==> config.mk <==
export PLATFORM = sky130hd
export DESIGN_NAME = piso_serializer
export DESIGN_NICKNAME = d
export VERILOG_FILES = /design/src/rtl/piso_serializer.sv
export SDC_FILE = /design/constraint.sdc
export NUM_CORES = 1
export LEC_CHECK = 0
export ABC_AREA = 1
export BUFFER_PORTS_ARGS = -buffer_cell sky130_fd_sc_hd__buf_2
export CORE_MARGIN = 5
export CORE_UTILIZATION = 50
export CTS_BUF_LIST = sky130_fd_sc_hd__clkbuf_16
export DETAILED_ROUTE_END_ITERATION = 8
export GPL_ROUTABILITY_DRIVEN = 0
export HOLD_SLACK_MARGIN = 0.03
export MAX_ROUTING_LAYER = met4
export PLACE_DENSITY = 0.81
export SYNTH_ARGS = -nofsm -noshare
export SYNTH_HDL_FRONTEND = slang
export SYNTH_SLANG_ARGS = --single-unit
==> constraint.sdc <==
create_clock -name CLK_BAR -period 1.6 [get_ports CLK_BAR]
set_input_delay 0.32 -clock CLK_BAR [delete_from_list [all_inputs] [get_ports CLK_BAR]]
set_output_delay 0.32 -clock CLK_BAR [all_outputs]
set_load 0.02 [all_outputs]
==> src/rtl/piso_serializer.sv <==
// Parallel-in, serial-out shifter: captures a WIDTH-bit word on LOAD and presents it MSB first
// on SER_OUT, one bit per enabled falling edge of CLK_BAR, with BUSY/DONE/BIT_CNT status.
module piso_serializer #(
    parameter int WIDTH = 8
) (
    input  logic                     CLK_BAR,
    input  logic                     CLR_BAR,
    input  logic                     LOAD,
    input  logic [WIDTH-1:0]         PDATA,
    input  logic                     SHIFT_EN,
    output logic                     SER_OUT,
    output logic                     BUSY,
    output logic                     DONE,
    output logic [$clog2(WIDTH)-1:0] BIT_CNT
);

    localparam int CW = $clog2(WIDTH);

    typedef enum logic [1:0] {
        ST_IDLE  = 2'b00,
        ST_SHIFT = 2'b01,
        ST_DONE  = 2'b10
    } state_t;

    state_t           state;
    state_t           state_next;
    logic [WIDTH-1:0] sreg;
    logic [WIDTH-1:0] sreg_next;
    logic             ser_next;
    logic             busy_next;
    logic             done_next;
    logic [CW-1:0]    cnt_next;
    logic             last_bit;

    assign last_bit = (BIT_CNT == CW'(WIDTH - 1));

    always_ff @(negedge CLK_BAR or negedge CLR_BAR) begin
        if (!CLR_BAR) begin
            state <= ST_IDLE;
        end else begin
            state <= state_next;
        end
    end

    always_comb begin
        state_next = ST_IDLE;
        case (state)
            ST_IDLE:  state_next = LOAD ? ST_SHIFT : ST_IDLE;
            ST_SHIFT: state_next = (SHIFT_EN && last_bit) ? ST_DONE : ST_SHIFT;
            ST_DONE:  state_next = LOAD ? ST_SHIFT : ST_IDLE;
            default:  state_next = ST_IDLE;
        endcase
    end

    // Next values of the registered outputs; unknown encodings fall through to idle values.
    always_comb begin
        sreg_next = '0;
        ser_next  = 1'b0;
        cnt_next  = '0;
        busy_next = 1'b0;
        done_next = 1'b0;
        case (state)
            ST_IDLE, ST_DONE: begin
                if (LOAD) begin
                    sreg_next = PDATA;
                    ser_next  = PDATA[WIDTH-1];
                    busy_next = 1'b1;
                end
            end
            ST_SHIFT: begin
                if (!SHIFT_EN) begin
                    sreg_next = sreg;
                    ser_next  = SER_OUT;
                    cnt_next  = BIT_CNT;
                    busy_next = 1'b1;
                end else if (last_bit) begin
                    done_next = 1'b1;
                end else begin
                    // The current bit sits in sreg[WIDTH-1], so the next one is just below it.
                    sreg_next = {sreg[WIDTH-2:0], 1'b0};
                    ser_next  = sreg[WIDTH-2];
                    cnt_next  = BIT_CNT + CW'(1);
                    busy_next = 1'b1;
                end
            end
            default: begin
                sreg_next = '0;
            end
        endcase
    end

    always_ff @(negedge CLK_BAR or negedge CLR_BAR) begin
        if (!CLR_BAR) begin
            sreg    <= '0;
            SER_OUT <= 1'b0;
            BIT_CNT <= '0;
            BUSY    <= 1'b0;
            DONE    <= 1'b0;
        end else begin
            sreg    <= sreg_next;
            SER_OUT <= ser_next;
            BIT_CNT <= cnt_next;
            BUSY    <= busy_next;
            DONE    <= done_next;
        end
    end

endmodule
Word level (Yosys, flattened, before mapping)
Cells that the tools add are included.
{ "word_totals": {"ff_bits": 15, "inputBits": 12, "out_inout_bits": 6, "word_cells": 35} }
{ "op_classes": {"n_addsub": 1, "n_eq_ne": 4, "n_mux": 21, "reduce_logical": 3} }
{ "ops": {"columns": ["op", "n"], "rows": [
  ["2-to-1 mux 7 bit", 3],
  ["one-hot mux 7 bit (2 select lines)", 1],
  ["2-to-1 mux 1 bit", 10],
  ["2-to-1 mux 3 bit", 3],
  ["one-hot mux 1 bit (2 select lines)", 2],
  ["one-hot mux 2 bit (2 select lines)", 1],
  ["adder 3 x 1 -> 3 bit (second input constant)", 1],
  ["equality test 3 bit (second input constant)", 1],
  ["equality test 2 x 1 -> 1 bit (second input constant)", 1],
  ["equality test 2 bit (second input constant)", 1],
  ["zero test 2 bit", 1],
  ["2-to-1 mux 2 bit", 1],
  ["inequality test 2 bit (second input constant)", 1],
  ["OR reduction 2 bit", 1],
  ["logical AND 1 bit", 1]
]} }

Longest topological paths before layout
Gate-level depths: netlist of run 1.
{ "logic_depth": {"word_depth": 4, "ltp_mapped": 8} }

==> results.sh, run 1 <==
export IMPL_outcome="finished with violations"
export IMPL_violations="setup timing"
export IMPL_power_total_w=0.00200
export IMPL_synth_nets=112
export IMPL_critPathKind="reg -> out"
export IMPL_grt_max_degree=16
export IMPL_clk_pin_slew_ns=0.04
export IMPL_rsz0062_at_grt="yes"
export IMPL_vias=717
export IMPL_crit_arrival_ns=1.63
export IMPL_drive_gt1_share_pct=31.5
export IMPL_hold_violations=0
export IMPL_peakVddDrop_uv=1440
export IMPL_track_usage_pct=15.3
export IMPL_cp_cell_sequence="buf_6"
export IMPL_nets=145
export IMPL_finalSetupViolations=6
export IMPL_maxCapViolCount=0
export IMPL_synthDistinctLibCells=14
export IMPL_clockRootBuffer="clkbuf_16"
export IMPL_syn_area_um2=744
export IMPL_path_buf_inv=1
export IMPL_cpMaxStageDelayCell="dfrtn_1"
export IMPL_firstDrtPassIters=4
export IMPL_syn_instance_count=98
export IMPL_ys_seq_area_share_pct=50.4
export IMPL_p_per_area_nw_per_um2=1810
export IMPL_synth_seq_cells=15
export IMPL_grt_pass1_vias=614
export IMPL_cp_max_fo=2
export IMPL_crit_path_max_incr_delay_ns=0.43
export IMPL_grt_pass1_wl_um=2780
export IMPL_slew_headroom_pct=77.8
export IMPL_worst_slew_pin_slew_ns=0.333
export IMPL_diodes=0
export IMPL_cts_max_path_buffers=2
export IMPL_initialDrtViolationCount=20
export IMPL_synth_warnings=0
export IMPL_place_ws_ns=-0.190
export IMPL_initial_core_util_pct=51.2
export IMPL_gr_total_overflow=0
export IMPL_die_x_um=48.6
export IMPL_crit_path_start_kind="flip-flop"
export IMPL_totalWireLength_um=1840
export IMPL_ant_nets=0
export IMPL_dp_hpwl_um=1100
export IMPL_critPathTopFamily="flip-flops"
export IMPL_core_um2=1450
export IMPL_rows=14
export IMPL_fin_ws_ns=-0.355
export IMPL_end_kind="output port"
export IMPL_dieArea_um2=2360
export IMPL_io_pins=18
export IMPL_dieHeight_um=48.6
export IMPL_slew_viol_final=0
export IMPL_cts_made_buffers=3
export IMPL_clk_latency_ns=0.27
export IMPL_fin_skew_ns=0.000669
export IMPL_avgSynthCellArea_um2=7.60
export IMPL_vias_per_cell=4.91
export IMPL_portBuffers=17
export IMPL_cts_sinks=15
export IMPL_antenna_found_initial=0
export IMPL_holdWs_ns=0.436
export IMPL_post_route_util_pct=76.3
export IMPL_area_growth_pct=49.1
export IMPL_final_area_um2=1110
export IMPL_drc=0
export IMPL_cts_max_level=1
export IMPL_routedWlPerCell_um=12.6
export IMPL_critPathRequiredTime_ns=1.28
export IMPL_min_path_type="reg -> reg"
export IMPL_cts_tree="built"
export IMPL_p_leak_nw=0.611
export IMPL_hold_buffers=0
export IMPL_postPlaceCellArea_um2=903
export IMPL_fill_cells=99
through the flow:
step / setup TNS [ns] / instances
floorplan: -0.357 / 98
global placement: -2.18 / 137
detailed placement: -2.45 / 137
CTS: -1.97 / 142
global route: -2.20 / 146
finish: -1.97 / 146
layer usage:
layer	wire length (µm)	global-route usage, %	vias to the layer above
met3	118	3.37	6
met5	0	-	-
met2	919	21.7	26
li1	-	-	356
met1	764	20.2	329
met4	36	8.07	0
cells in the final DEF (no fill, tap or decap):
master	Yosys	routed
a21oi_1	2	2
buf_2	1	10
buf_4	0	8
buf_6	0	10
clkbuf_16	0	3
clkinvlp_4	0	1
dfrtn_1	15	15
ha_4	0	2
inv_1	11	11
inv_2	2	1
inv_4	0	1
nand2_1	47	47
nand2_2	0	1
nand2_4	1	1
nor2_1	9	8
nor2_4	0	1
nor2_8	1	1
nor3_1	2	2
o21ai_0	3	1
o21ai_1	1	2
o21ai_2	0	1
xnor2_1	1	1
synthesized netlist by cell type:
| cell type | n | share of area (%) |
|---|---|---|
| o21ai_0 | 3 | 2.0 |
| nor3_1 | 2 | 1.3 |
| nand2_4 | 1 | 1.5 |
| inv_1 | 11 | 5.5 |
| inv_2 | 2 | 1.0 |
| nor2_8 | 1 | 2.7 |
| buf_2 | 1 | 0.67 |
| xnor2_1 | 1 | 1.2 |
| a21oi_1 | 2 | 1.3 |
| nor2_1 | 9 | 4.5 |
| dfrtn_1 | 15 | 50 |
| nand2_1 | 47 | 24 |
| ha_1 | 2 | 3.4 |
| o21ai_1 | 1 | 0.67 |
path summary, 6_finish.rpt:
path	startpoint	to	slack, ns	cells after the start
setup / recovery	BIT_CNT[2]$_DFFE_NN0P_	BIT_CNT[2]	-0.35	1
hold / removal	sreg[1]$_DFFE_NN0P_	sreg[1]$_DFFE_NN0P_	0.44	2
setup reg to reg	BIT_CNT[1]$_DFFE_NN0P_	sreg[6]$_DFFE_NN0P_	0.06	11
hold reg to reg	sreg[1]$_DFFE_NN0P_	sreg[1]$_DFFE_NN0P_	0.44	2
max in group asynchronous	CLR_BAR	BUSY$_DFF_NN0_	0.69	1
min in group asynchronous	CLR_BAR	BIT_CNT[2]$_DFFE_NN0P_	0.63	1
timing repair:
action | CTS | global route
pin swaps | 0 | 4
cloned | 0 | 1
resized for setup | 12 | 14
buffers inserted | 1 | 3
endpoints found under the setup margin | 6 | 12
logic make-up after synthesis:
| family | count (synthesis) | share of synthesized area, % |
|---|---|---|
| AND/OR/NAND/NOR | 60 | 33.8 |
| flip-flops | 15 | 50.4 |
| buffers and inverters | 14 | 7.23 |
| AO/OA/AOI/OAI | 6 | 4.03 |
| adder cells (fa/ha/maj) | 2 | 3.36 |
| XOR/XNOR | 1 | 1.18 |
cell type report:
class                      instances  area [µm²]  area share [%]
clock buffer                       3        75.1            6.76
timing repair buffer              28         223            20.1
inverter                          13        55.1            4.96
tap                               16        20.0            1.80
clock inverter                     1        3.75           0.338
sequential                        15         375            33.8
multi-input combinational         70         358            32.2
report_power, final:
part	internal, W	switching, W	total (W)
registers	0.000537	0.0000972	0.000634
logic	0.000411	0.000485	0.000896
clock network	0.000330	0.000143	0.000473
worst register-to-register path: stages (launching register included):
cell     delay (ns)
dfrtn_1        0.42
buf_4          0.11
buf_4          0.08
buf_4          0.11
ha_4           0.13
ha_4           0.13
buf_6          0.12
nor2_1         0.05
nand2_1        0.06
nand2_1        0.06
nand2_1        0.06
nand2_1        0.04
registers in the layout, indices dropped and copies added, names as in the netlist:
name     cells
sreg         7
state        2
SER_OUT      1
BIT_CNT      3
BUSY         1
DONE         1
Note: power is estimated with default switching activity, not from simulation.
==> run 2, diff against run 1 <==
--- a/config.mk
+++ b/config.mk
@@ -5,10 +5,9 @@
 export SDC_FILE = /design/constraint.sdc
 export NUM_CORES = 1
 export LEC_CHECK = 0
-export ABC_AREA = 1
 export BUFFER_PORTS_ARGS = -buffer_cell sky130_fd_sc_hd__buf_2
 export CORE_MARGIN = 5
-export CORE_UTILIZATION = 50
+export CORE_UTILIZATION = 49
 export CTS_BUF_LIST = sky130_fd_sc_hd__clkbuf_16
 export DETAILED_ROUTE_END_ITERATION = 8
 export GPL_ROUTABILITY_DRIVEN = 0
==> results.sh, run 2 <==
export IMPL_fin_skew_ns=0.00111
export IMPL_drive_gt1_share_pct=40.3
export IMPL_top_regs="sreg (7), BIT_CNT (3), state (2)"
export IMPL_largest_reg_flops=7
export IMPL_cts_sinks=15
export IMPL_core_um2=1330
export IMPL_synth_area_leaders="dfrtn_1, a221o_1, and3b_1, ha_1, nor4bb_4"
export IMPL_grt_pass1_wl_um=2480
export IMPL_drc=0
export IMPL_hold_violations=0
export IMPL_crit_path_max_incr_delay_ns=0.43
export IMPL_ys_seq_area_share_pct=53.4
export IMPL_cts_max_level=1
export IMPL_totalWireLength_um=1500
export IMPL_crit_arrival_ns=1.63
export IMPL_io_pins=18
export IMPL_critPathKind="reg -> out"
export IMPL_end_kind="output port"
export IMPL_fin_ws_ns=-0.352
export IMPL_place_inst=88
export IMPL_p_seq_share_pct=37.2
export IMPL_clk_latency_ns=0.27
export IMPL_vias_per_cell=5.76
export IMPL_path_buf_inv=1
export IMPL_power_frac_comb_pct=34.4
export IMPL_area_growth_pct=37.2
export IMPL_avgSynthCellArea_um2=13.3
export IMPL_min_path_type="reg -> reg"
export IMPL_final_cell_mix="dfrtn_1, buf_2, and3b_1, a221o_1, buf_4"
export IMPL_synth_common_cells="dfrtn_1, a221o_1, and3b_1"
export IMPL_initialDrtViolationCount=10
export IMPL_p_leak_nw=0.526
export IMPL_synth_edf_count=0
export IMPL_synth_nets=67
export IMPL_hold_buffers=0
export IMPL_portBuffers=17
export IMPL_initial_core_util_pct=52.7
export IMPL_p_int_w=0.00120
export IMPL_firstDrtPassIters=4
export IMPL_grt_pass1_vias=554
export IMPL_gr_total_overflow=0
export IMPL_layout_cells_non_filler=92
export IMPL_cts_max_path_buffers=2
export IMPL_finalSetupViolations=7
export IMPL_m1WireLength_um=646
export IMPL_yosysMostFrequentCell="dfrtn_1"
export IMPL_syn_area_um2=703
export IMPL_wl_met3_um=67
export IMPL_postPlaceCellArea_um2=828
export IMPL_ant_nets=0
export IMPL_critPathRequiredTime_ns=1.28
export IMPL_synthDistinctLibCells=19
export IMPL_swShare_pct=29.7
export IMPL_synth_area_leader_cell="dfrtn_1"
export IMPL_synth_warnings=0
export IMPL_nets=92
export IMPL_syn_instance_count=53
export IMPL_switchingPower_w=0.000504
export IMPL_cts_made_buffers=3
export IMPL_track_usage_pct=16.7
export IMPL_slew_viol_final=0
export IMPL_synth_main_ff_cell="dfrtn_1"
export IMPL_clockPowerShare_pct=28.4
export IMPL_diodes=0
export IMPL_p_per_area_nw_per_um2=1760
export IMPL_cp_max_fo=2
export IMPL_crit_path_start_kind="flip-flop"
export IMPL_maxCapViolCount=0
export IMPL_dieHeight_um=47.9
export IMPL_critPathTopFamily="flip-flops"
export IMPL_die_x_um=47.9
export IMPL_antenna_found_initial=0
export IMPL_final_area_um2=965
export IMPL_final_common_cell="dfrtn_1"
export IMPL_synth_top_area_share_pct=53.4
export IMPL_rsz0062_at_grt="yes"
export IMPL_routedWlPerCell_um=16.3
export IMPL_peakVddDrop_uv=878
export IMPL_rows=13
export IMPL_cts_tree="built"
export IMPL_highest_layer="met4"
export IMPL_worst_slew_pin_slew_ns=0.437
export IMPL_wl_met2_um=772
export IMPL_violations="setup timing"
export IMPL_slew_headroom_pct=70.8
export IMPL_clockRootBuffer="clkbuf_16"
export IMPL_cpMaxStageDelayCell="dfrtn_1"
export IMPL_clk_pin_slew_ns=0.04
export IMPL_grt_max_degree=16
export IMPL_synth_seq_cells=15
export IMPL_dieArea_um2=2290
export IMPL_vias=530
export IMPL_cp_cell_sequence="buf_6"
export IMPL_top_register="sreg"
export IMPL_async_flop_share_pct=100
export IMPL_outcome="finished with violations"
## run 2: final cells by class
| cell class | instances | area, µm² |
|---|---|---|
| fillers | 93 | 369 |
| well taps | 15 | 18.8 |
| flip-flops and latches | 15 | 375 |
| repair buffers | 24 | 185 |
| multi-input cells | 33 | 302 |
| inverters | 1 | 3.75 |
| clock buffers | 3 | 75.1 |
| clock inverters | 1 | 5.00 |
## run 2: per-layer routing
layer  vias to the layer above  GRT usage, %
met1                       269          18.6
li1                        248             -
met3                         2          5.64
met4                         0          7.53
met2                        11          26.6
met5                         -             -
## run 2: worst paths after layout
check                                       startpoint                      to  slack [ns]  cells past startpoint
worst min register to register     sreg[0]$_DFFE_NN0P_     sreg[0]$_DFFE_NN0P_        0.44                      1
min in group asynchronous                      CLR_BAR     sreg[2]$_DFFE_NN0P_        0.63                      1
worst max register to register  BIT_CNT[0]$_DFFE_NN0P_     sreg[2]$_DFFE_NN0P_        0.05                      5
worst min-delay path               sreg[0]$_DFFE_NN0P_     sreg[0]$_DFFE_NN0P_        0.44                      1
worst max-delay path            BIT_CNT[2]$_DFFE_NN0P_              BIT_CNT[2]       -0.35                      1
max in group asynchronous                      CLR_BAR  BIT_CNT[2]$_DFFE_NN0P_        0.70                      1
## run 2: power by group through the flow
stage                     Sequential, W  Combinational [W]  Clock [W]
after global routing           0.000640           0.000650   0.000507
after detailed placement       0.000617           0.000502          0
after CTS                      0.000626           0.000577   0.000485
after floorplan                0.000657           0.000275          0
after global placement         0.000608           0.000486          0
final                          0.000633           0.000584   0.000483
## run 2: stage by stage
stage / setup WS [ns] / util, % / setup TNS (ns) / hold slack (ns) / power [W]
6_report: -0.352 / 72.3 / -1.99 / 0.443 / 0.00170
5_1_grt: -0.366 / 72.3 / -2.24 / 0.455 / 0.00180
4_1_cts: -0.346 / 71.7 / -2.00 / 0.442 / 0.00169
3_5_place_dp: -0.360 / 62.1 / -4.39 / 0.443 / 0.00112
3_3_place_gp: -0.331 / 62.1 / -4.01 / 0.437 / 0.00109
2_1_floorplan: -0.344 / - / -2.72 / 0.425 / 0.000932
## run 2: kinds of logic (layout without fill, tap and decap cells)
| kind of cell | count (synthesis) | after routing | synth area share (%) |
|---|---|---|---|
| DFF | 15 | 15 | 53.4 |
| AOI/OAI and AO/OA | 11 | 11 | 14.6 |
| adders and majority gates | 2 | 2 | 3.56 |
| muxes | 2 | 2 | 2.85 |
| and+or+nand+nor | 18 | 18 | 20.6 |
| buffers and inverters | 5 | 29 | 4.98 |
## run 2: repair_timing
item / in CTS / in global routing
setup endpoints to repair: 13 / 14
buffers inserted: 1 / 1
pin swaps: 2 / 3
resized for setup: 15 / 2
==> run 3, diff against run 2 <==
--- a/config.mk
+++ b/config.mk
@@ -5,6 +5,7 @@
 export SDC_FILE = /design/constraint.sdc
 export NUM_CORES = 1
 export LEC_CHECK = 0
+export ABC_CLOCK_PERIOD_IN_PS = 1600
 export BUFFER_PORTS_ARGS = -buffer_cell sky130_fd_sc_hd__buf_2
 export CORE_MARGIN = 5
 export CORE_UTILIZATION = 49
@@ -14,6 +15,7 @@
 export HOLD_SLACK_MARGIN = 0.03
 export MAX_ROUTING_LAYER = met4
 export PLACE_DENSITY = 0.81
+export SETUP_SLACK_MARGIN = 0.15
 export SYNTH_ARGS = -nofsm -noshare
 export SYNTH_HDL_FRONTEND = slang
 export SYNTH_SLANG_ARGS = --single-unit
==> results.sh, run 3 (same netlist as run 2, synthesis figures left out) <==
export IMPL_cp_cell_sequence="buf_6"
export IMPL_dp_hpwl_um=1030
export IMPL_slew_headroom_pct=69.0
export IMPL_cts_sinks=15
export IMPL_fin_ws_ns=-0.344
export IMPL_critPathTopFamily="flip-flops"
export IMPL_worst_slew_pin_slew_ns=0.464
export IMPL_cts_max_level=1
export IMPL_nets=96
export IMPL_p_leak_nw=0.561
export IMPL_clockRootBuffer="clkbuf_16"
export IMPL_grt_pass1_vias=616
export IMPL_hold_buffers=0
export IMPL_initial_core_util_pct=52.7
export IMPL_critPathRequiredTime_ns=1.28
export IMPL_power_total_w=0.00186
export IMPL_clk_pin_slew_ns=0.04
export IMPL_area_growth_pct=50.0
export IMPL_final_cell_mix="dfrtn_1, buf_6, buf_2, and3b_1, a221o_1"
export IMPL_rsz0062_at_grt="yes"
export IMPL_slew_viol_final=0
export IMPL_crit_path_max_incr_delay_ns=0.42
export IMPL_cts_tree="built"
export IMPL_drc=0
export IMPL_dieArea_um2=2290
export IMPL_fill_cells=81
export IMPL_firstDrtPassIters=4
export IMPL_top_register="sreg"
export IMPL_antenna_found_initial=0
export IMPL_end_kind="output port"
export IMPL_ant_nets=0
export IMPL_r2r_cells=6
export IMPL_area_sequential_um2=375
export IMPL_clk_latency_ns=0.27
export IMPL_path_depth=1
export IMPL_violations="setup timing"
export IMPL_cp_startpoint="SER_OUT$_DFFE_NN0P_"
export IMPL_drive_gt1_share_pct=50.6
export IMPL_diodes=0
export IMPL_critPathKind="reg -> out"
export IMPL_cpMaxStageDelayCell="dfrtn_1"
export IMPL_cts_made_buffers=3
export IMPL_final_common_cell="dfrtn_1"
export IMPL_hold_depth=1
export IMPL_grt_pass1_wl_um=2770
export IMPL_r2r_slack_ns=-0.02
export IMPL_r2r_end="sreg[3]$_DFFE_NN0P_"
export IMPL_cp_max_fo=2
export IMPL_fin_skew_ns=0.00170
export IMPL_core_um2=1330
export IMPL_worstReg2RegStart="BIT_CNT[0]$_DFFE_NN0P_"
export IMPL_largest_reg_flops=7
export IMPL_dieHeight_um=47.9
export IMPL_crit_path_start_kind="flip-flop"
export IMPL_postPlaceCellArea_um2=828
export IMPL_totalWireLength_um=1830
export IMPL_outcome="finished with violations"
export IMPL_finalSetupViolations=14
export IMPL_maxCapViolCount=0
export IMPL_cp_endpoint="SER_OUT"
export IMPL_portBuffers=17
export IMPL_grt_max_degree=16
export IMPL_track_usage_pct=19.1
export IMPL_p_per_area_nw_per_um2=1760
export IMPL_initialDrtViolationCount=11
export IMPL_top_regs="sreg (7), BIT_CNT (3), state (2)"
export IMPL_hold_violations=0
export IMPL_io_pins=18
export IMPL_routedWlPerCell_um=19.1
export IMPL_min_path_type="reg -> reg"
export IMPL_setup_tns_ns=-2.09
export IMPL_cts_max_path_buffers=2
export IMPL_vias_per_cell=5.95
export IMPL_final_area_um2=1050
export IMPL_multi_input_area_um2=337
export IMPL_rows=13
export IMPL_path_buf_inv=1
export IMPL_vias=571
export IMPL_gr_total_overflow=0
export IMPL_post_route_util_pct=79.1
export IMPL_die_x_um=47.9
export IMPL_crit_arrival_ns=1.62
export IMPL_peakVddDrop_uv=1270
## run 3: changes by cell type in the layout (fill, tap and decap cells not counted), moves of 2 or more
cell	delta
nor2_2	+2
nor2_1	-2
buf_6	+6
ha_4	+2
## run 3: layout make-up
class                           instances  area share, %
Clock buffer                            3           7.12
Inverter                                1          0.356
Clock inverter                          1          0.474
Sequential cell                        15           35.6
Timing Repair Buffer                   28           22.8
Tap cell                               15           1.78
Multi-Input combinational cell         33           31.9
## run 3: how the worst min path moves through the flow
| stage | from | endpoint | slack (ns) |
|---|---|---|---|
| 6_report | sreg[0]$_DFFE_NN0P_ | sreg[0]$_DFFE_NN0P_ | 0.45 |
| 3_3_place_gp | sreg[0]$_DFFE_NN0P_ | sreg[0]$_DFFE_NN0P_ | 0.44 |
| 4_1_cts | sreg[0]$_DFFE_NN0P_ | sreg[0]$_DFFE_NN0P_ | 0.45 |
| 3_5_place_dp | sreg[0]$_DFFE_NN0P_ | sreg[0]$_DFFE_NN0P_ | 0.45 |
| 2_1_floorplan | sreg[0]$_DFFE_NN0P_ | sreg[0]$_DFFE_NN0P_ | 0.43 |
| 5_1_grt | sreg[0]$_DFFE_NN0P_ | sreg[0]$_DFFE_NN0P_ | 0.47 |
## run 3: power by group
group,internal (W),leakage (nW),switching (W)
Clock,0.000333,0.0409,0.000143
Combinational,0.000431,0.328,0.000322
Sequential,0.000524,0.193,0.000105
Total,0.00129,0.561,0.000570
## run 3: routing by layer
layer / global-route usage (%) / vias up / part of all wire [%]
li1: - / 257 / -
met1: 20.2 / 271 / 38
met2: 31.4 / 33 / 51
met3: 5.64 / 10 / 6.7
met4: 10.8 / 0 / 4.2
met5: - / - / 0
## run 3: stage by stage
step / cells / hold WS, ns / setup WS [ns]
floorplan: 53 / 0.425 / -0.344
global placement: 88 / 0.442 / -0.330
detailed placement: 88 / 0.453 / -0.351
CTS: 95 / 0.454 / -0.343
global route: 96 / 0.469 / -0.371
finish: 96 / 0.455 / -0.344
## run 3: timing repair
item | 4_1_cts | 5_1_grt
pin swaps | 11 | 3
setup buffers | 3 | 1
setup endpoints to repair | 21 | 21
resized for setup | 25 | 6
endpoints found under the hold margin | 0 | 0
